--- src/rtl/unsigned_fixed_point_divider.sv ---
// Restoring unsigned fixed-point divider, one quotient bit per cycle.
// Optional round-half-up of the quotient when DIV_ROUND_EN is defined.
//
// Ports:
//   clk, rst        clock, synchronous active-high reset
//   start           request a division (sampled while ready=1)
//   A, B            dividend / divisor, IN_WIDTH bits, FRAC_BITS fraction
//   ready           a start will be accepted this cycle
//   done            one-cycle pulse when results update
//   Quotient        A/B with FRAC_BITS fraction bits, OUT_WIDTH wide
//   Remainder       integer remainder of (A<<FRAC_BITS) mod B
//   div_by_zero     last accepted operation had B=0
module unsigned_fixed_point_divider #(
  parameter int IN_WIDTH  = 4,
  parameter int FRAC_BITS = 2,
  parameter int OUT_WIDTH = 8
) (
  input  logic                 clk,
  input  logic                 rst,
  input  logic                 start,
  input  logic [IN_WIDTH-1:0]  A,
  input  logic [IN_WIDTH-1:0]  B,
  output logic                 ready,
  output logic                 done,
  output logic [OUT_WIDTH-1:0] Quotient,
  output logic [IN_WIDTH-1:0]  Remainder,
  output logic                 div_by_zero
);

  localparam int N  = IN_WIDTH + FRAC_BITS;
  localparam int CW = $clog2(N + 1);
  localparam int RW = IN_WIDTH + 1;

  typedef enum logic [1:0] {
    S_IDLE,
    S_RUN,
    S_DONE
  } state_t;

  state_t                state;
  logic [N-1:0]          dvd;
  logic [IN_WIDTH-1:0]   dvs;
  logic [RW-1:0]         prem;
  logic [N-1:0]          quo;
  logic [CW-1:0]         cnt;

  logic [RW-1:0]         rem_sh;
  logic [RW:0]           diff;
  logic                  qbit;
  logic [RW-1:0]         rem_nx;
  logic [N-1:0]          quo_nx;
  logic [OUT_WIDTH-1:0]  q_ext;
  logic [OUT_WIDTH-1:0]  q_fin;

  // One restoring step: the extra top bit of diff is the borrow.
  always_comb begin
    rem_sh = {prem[IN_WIDTH-1:0], dvd[N-1]};
    diff   = {1'b0, rem_sh} - {2'b00, dvs};
    qbit   = ~diff[RW];
    rem_nx = qbit ? diff[RW-1:0] : rem_sh;
    quo_nx = {quo[N-2:0], qbit};
    q_ext  = {{(OUT_WIDTH-N){1'b0}}, quo_nx};
  end

`ifdef DIV_ROUND_EN
  logic rnd;

  // Round half up: remainder*2 >= divisor.
  always_comb begin
    rnd   = ({rem_nx, 1'b0} >= {2'b00, dvs});
    q_fin = q_ext + OUT_WIDTH'(rnd);
  end
`else
  logic unused_rem_msb;

  // Final remainder is always below the divisor, so its top bit is 0.
  assign unused_rem_msb = rem_nx[RW-1];

  always_comb begin
    q_fin = q_ext;
  end
`endif

  always_ff @(posedge clk) begin
    if (rst) begin
      state       <= S_IDLE;
      ready       <= 1'b1;
      done        <= 1'b0;
      Quotient    <= '0;
      Remainder   <= '0;
      div_by_zero <= 1'b0;
      dvd         <= '0;
      dvs         <= '0;
      prem        <= '0;
      quo         <= '0;
      cnt         <= '0;
    end else begin
      done <= 1'b0;
      unique case (state)
        S_IDLE,
        S_DONE: begin
          if (start) begin
            if (B == '0) begin
              state       <= S_DONE;
              done        <= 1'b1;
              Quotient    <= '1;
              Remainder   <= '0;
              div_by_zero <= 1'b1;
            end else begin
              dvd   <= {A, {FRAC_BITS{1'b0}}};
              dvs   <= B;
              prem  <= '0;
              quo   <= '0;
              cnt   <= CW'(N);
              ready <= 1'b0;
              state <= S_RUN;
            end
          end else begin
            state <= S_IDLE;
          end
        end
        S_RUN: begin
          dvd  <= {dvd[N-2:0], 1'b0};
          prem <= rem_nx;
          quo  <= quo_nx;
          cnt  <= cnt - CW'(1);
          if (cnt == CW'(1)) begin
            state       <= S_DONE;
            ready       <= 1'b1;
            done        <= 1'b1;
            Quotient    <= q_fin;
            Remainder   <= rem_nx[IN_WIDTH-1:0];
            div_by_zero <= 1'b0;
          end
        end
        default: begin
          state <= S_IDLE;
          ready <= 1'b1;
        end
      endcase
    end
  end

endmodule

--- config.mk ---
export PLATFORM = sky130hd
export DESIGN_NAME = unsigned_fixed_point_divider
export DESIGN_NICKNAME = d
export VERILOG_FILES = /design/src/rtl/unsigned_fixed_point_divider.sv
export SDC_FILE = /design/constraint.sdc
export NUM_CORES = 1
export LEC_CHECK = 0
export CORE_UTILIZATION = 45
export DETAILED_ROUTE_END_ITERATION = 16
export PLACE_DENSITY = 0.68
export SLEW_MARGIN = 5
export SYNTH_ARGS = -nofsm -noshare
export SYNTH_HDL_FRONTEND = slang
export SYNTH_SLANG_ARGS = --single-unit
--- constraint.sdc ---
create_clock -name clk -period 5.5 [get_ports clk]
set_input_delay 1.65 -clock clk [delete_from_list [all_inputs] [get_ports clk]]
set_output_delay 1.65 -clock clk [all_outputs]
set_load 0.005 [all_outputs]
* Word-level counts from Yosys, hierarchy flattened
Cells that the tools add are included.
Cells by class: equality and inequality tests 7, muxes and demuxes 37, bitwise gates (word level) 2, add/sub/neg operators 2, reduce and logical (&&, ||, !) cells 8
Operators by type and width (count):
- $mux 4 | 6
- $mux 8 | 3
- $pmux 4 s2 | 2
- $pmux 8 s2 | 1
- $mux 6 | 2
- $pmux 6 s2 | 1
- $mux 5 | 2
- $pmux 5 s2 | 1
- $mux 1 | 9
- $reduce_and 3->1 | 3
- $ne 2x2->1 const B | 4
- $mux 2 | 3
- $mux 3 | 2
- $pmux 1 s2 | 3
- $pmux 3 s2 | 1
- $sub 5x4->6 | 1
- $logic_not 4->1 | 1
- $pmux 2 s2 | 1
- $reduce_and 4->1 | 1
- $eq 3x1->1 const B | 1
- $sub 3x1->3 const B | 1
- $eq 2x1->1 const B | 1
- $eq 2x2->1 const B | 1
- $logic_not 2->1 | 1
- 3 further kinds | 4
Storage, ports and cells: register bits after elaboration 39

* Longest topological paths before layout
depth in word-level cells 4, gate-level depth with buffers 7

* Least setup slack after synthesis
Ideal clock, no wire load.
path type input -> register, start input port B[0], end register dvd[3], buffers on the path 2, data arrival time 2.763 ns, required time 5.367 ns, setup time 0.133 ns, slack 2.605 ns, stages 6, cell sequence or4_4 -> buf_6 -> and2_1 -> buf_6 -> a22oi_1 -> a21oi_1
On the way: word-level cells in the longest chain between the ends 3
Ends and longest elaborated chain:
- from (decl) | line 22 | input logic [IN_WIDTH-1:0] B,
- $logic_not 4->1 | line 103 | if (B == '0) begin
- $ne 2x2->1 (no line)
- $reduce_and 3->1 (no line)
- to (signal assigned) | line 110 | dvd <= {A, {FRAC_BITS{1'b0}}};
- to (signal assigned) | line 123 | dvd <= {dvd[N-2:0], 1'b0};
- to (decl) | line 41 | logic [N-1:0] dvd;
No other way between the ends. A chain may end at the register's enable or synchronous reset.

==> impl_metrics.csv <==
group,metric,value,unit
timing,rsz0062_at_grt,"false",
yosys,syn-num-nets,192,
setup_path,critical-path-max-stage-delay,1.20,ns
global_routing,grt_usage,19.7,%
power,p_leak,0.000716,uW
setup_path,startpoint_type,"input port",
final_layout,fill_cells,324,
route,vias,1331,
global_routing,grt_start_max_net_pins,33,
floorplanning,chip_width,61.0,um
route,first_pass_iters,4,
clock_tree,htreeDepth,2,
setup_path,critical_path_arrival,3.47,ns
setup_path,worstSetupPathType,"input port to flip-flop",
floorplanning,start_util,46.9,%
global_routing,grt_antenna_before_repair,0,
global_routing,grt-ovfl-total,0,
clock_tree,cts.hold.buffers_added,0,
floorplanning,floorplan.rows,21,
hold_path,hp-start,"dvd[4]$_SDFFE_PP0P_",
yosys,yosys_warns,0,
setup_path,critical_path.slowest_cell,"clkdlybuf4s50_1",
power,ir_worst_vdd,0.151,mV
clock_tree,root_buffer,"clkbuf_4",
setup_path,cp_max_fo,32,
route,routed_len_inst,13.7,um
setup_path,timing.critical_path.buf_inv,1,
final_layout,layout_common_cells,"dfxtp_1 (35), clkdlybuf4s50_1 (25), nor2_1 (23)",
final_layout,layout_commonest_cell,"dfxtp_1",
yosys,synthesis.area_per_instance,8.99,um2
power,p_switching,155,uW
final_layout,final_core_util,55.7,%
final_layout,drive_above_1_share,8.25,%
timing,slew_headroom,26.4,%
clock_tree,worst_setup_hold_path_clk_slew,0.10,ns
power,combPwrFrac,20.2,%
clock_tree,tritoncts,"done",
yosys,ys_ff_latch,35,
setup_path,timing.critical_path.cells,"clkdlybuf4s50_1, a21oi_1, and3_1, a31o_2",
final_layout,final_nets,212,
hold_path,timing.hold.worst_path_depth,2,
timing,final_max_slew_viol_count,0,
setup_path,reg2reg_slack,3.49,ns
yosys,mappedNetlistArea,1560,um2
final_layout,ff_latch_area,701,um2
floorplanning,core,3340,um2
yosys,synth.lib_cells_used.distinct,39,
hold_path,worst_hold_path_type,"flip-flop to flip-flop",
clock_tree,cts_repair_resize_count,0,
floorplanning,die_h,61.0,um
route,route.final.wire_length,3290,um
setup_path,worstReg2RegEnd,"ready$_SDFFE_PP1P_",
final_layout,synthToLayoutAreaGrowth,18.8,%
final_layout,n_antenna_cell,0,
yosys,gate_count_after_technology_mapping,174,
route,dr.first_iter.drc_count,46,
flow_run,max_capacitance_violation_total,0,
hold_path,whs_endpoint,"dvd[4]$_SDFFE_PP0P_",
clock_tree,clock_path_buffers,2,
power,seq_power_share,52.7,%
floorplanning,floorplan.io_pins,26,
timing,portion_of_the_clock_cycle_consumed_by_the_worst_path_in_the_final_layout,58.7,%
floorplanning,die_area,3720,um2
timing,finalWorstPathRequiredPeriod,3.23,ns
clock_tree,post-cts-setup-buffers,0,
setup_path,critical-path-top-delay-family,"buffers and inverters",
timing,hold_viol_final,0,
timing,report.final.setup_viol,0,
setup_path,worstReg2RegStart,"state[0]$_SDFFE_PP0N_",
yosys,seq_area_frac_synth,44.8,%
placement,io_buffer_count,25,
route,antenna_violating_nets_post_route,0,
global_routing,first_global_vias,1189,
timing,fin_worst_skew,0.0109,ns
placement,hpwl_dp,2350,um
setup_path,reg2regPathDepth,3,
timing,tightestPinTransition,1.10,ns
power,cellPowerDensity,284,nW/um2
power,cell_internal_pwr,373,uW
setup_path,crit_path_end_kind,"flip-flop",
route,avgViaCountPerCell,5.55,
global_routing,grt_pass1_wl,5200,um
timing,maxClockFrequency,310,MHz
clock_tree,source_to_sink_clock_delay_at_the_later_pin_of_the_worst_skew_pair,0.34,ns
final_layout,multi_input_area,756,um2
power,pwr-share-clk,27.1,%
clock_tree,cts.sink_count,35,
status,status,"finished clean",
placement,gp_congestion,0.767,
power,switching_share,29.3,%
setup_path,crit_required,5.74,ns
clock_tree,tritoncts.num_buffers,5,
route,drc,0,
timing,timing.setup.tns,0,ns
## through the flow
stage / cell area, um2 / std cells / power (uW) / setup WS [ns] / hold slack, ns
2_1_floorplan: 1560 / 174 / 357 / 2.60 / 0.436
3_3_place_gp: 1800 / 233 / 385 / 1.97 / 0.446
3_5_place_dp: 1800 / 233 / 388 / 1.93 / 0.451
4_1_cts: 1860 / 240 / 527 / 2.28 / 0.465
5_1_grt: 1860 / 240 / 552 / 2.17 / 0.497
6_report: 1860 / 240 / 527 / 2.27 / 0.464
## worst register-to-register path: stages (launching register included)
cell and delay (ns):
dfxtp_1 0.44, nor2b_1 0.69, o21ai_0 0.35, a221o_1 0.43
## power by group through the flow
stage	Combinational [uW]	Sequential (uW)	Clock (uW)
6_report	106	278	143
3_3_place_gp	102	283	0
4_1_cts	106	278	143
2_1_floorplan	75.8	281	0
5_1_grt	116	280	156
3_5_place_dp	105	283	0
## routing by layer
| layer | GRT usage [%] | vias up | share of wire, % |
|---|---|---|---|
| li1 | - | 645 | - |
| met1 | 23.4 | 631 | 46 |
| met2 | 32.0 | 43 | 47 |
| met3 | 7.46 | 12 | 4.5 |
| met4 | 8.12 | 0 | 2.6 |
| met5 | 0 | - | 0 |
## cells by family after synthesis
logic type / count (synthesis) / synth area share [%]
AND/OR/NAND/NOR: 64 / 20.6
AO/OA/AOI/OAI: 40 / 18.0
flip-flops: 35 / 44.8
buffers and inverters: 22 / 6.88
adder cells (fa/ha/maj): 7 / 6.08
multiplexers: 4 / 2.56
XOR/XNOR: 2 / 1.12
## layout make-up
| cell class | count | share of cell area, % |
|---|---|---|
| clock buffer | 6 | 2.76 |
| clock inverter | 1 | 0.269 |
| inverter | 10 | 2.02 |
| multi-input combinational | 117 | 40.7 |
| sequential | 35 | 37.7 |
| tap | 46 | 3.10 |
| timing repair buffer | 25 | 13.5 |
## flip-flops by register name, indices dropped and copies added (netlist names)
signal and count:
Quotient 7, Remainder 4, state 2, done 1, prem 4, dvs 4, dvd 4, cnt 3
ready 1, quo 5
## Yosys cell counts (all sizes together)
cell	n	share of area, %
or2	2	0.80
or4bb	1	0.72
nand2	8	2.1
a31o	2	1.1
o22ai	1	0.40
nor3	15	4.8
ha	6	4.8
a221oi	1	0.56
a22o	1	0.56
nor4	1	0.80
o32ai	1	0.56
nor2	23	5.5
o311a	1	0.64
clkbuf	6	1.4
xor2	2	1.1
dfxtp	35	45
a21oi	12	4.1
mux2i	4	2.6
inv	10	2.4
nand3	3	0.96
a211o	1	0.56
a32o	3	1.9
fa	1	1.3
or4	1	0.72
o21ai	9	3.6
nand2b	4	1.8
buf	6	3.0
a22oi	7	3.4
and3	2	0.80
nor2b	3	1.2
a221o	1	0.64
and2	1	0.40
## worst max path at each step
stage | depth (start not counted) | slack (ns) | to | from
2_1_floorplan | 6 | 2.60 | dvd[3]$_SDFFE_PP0P_ | B[0]
3_3_place_gp | 4 | 1.97 | prem[1]$_SDFFE_PP0P_ | rst
3_5_place_dp | 4 | 1.93 | prem[0]$_SDFFE_PP0P_ | rst
4_1_cts | 4 | 2.28 | prem[0]$_SDFFE_PP0P_ | rst
5_1_grt | 4 | 2.17 | prem[0]$_SDFFE_PP0P_ | rst
6_report | 4 | 2.27 | prem[0]$_SDFFE_PP0P_ | rst
Power figures use the tool's default switching activity.
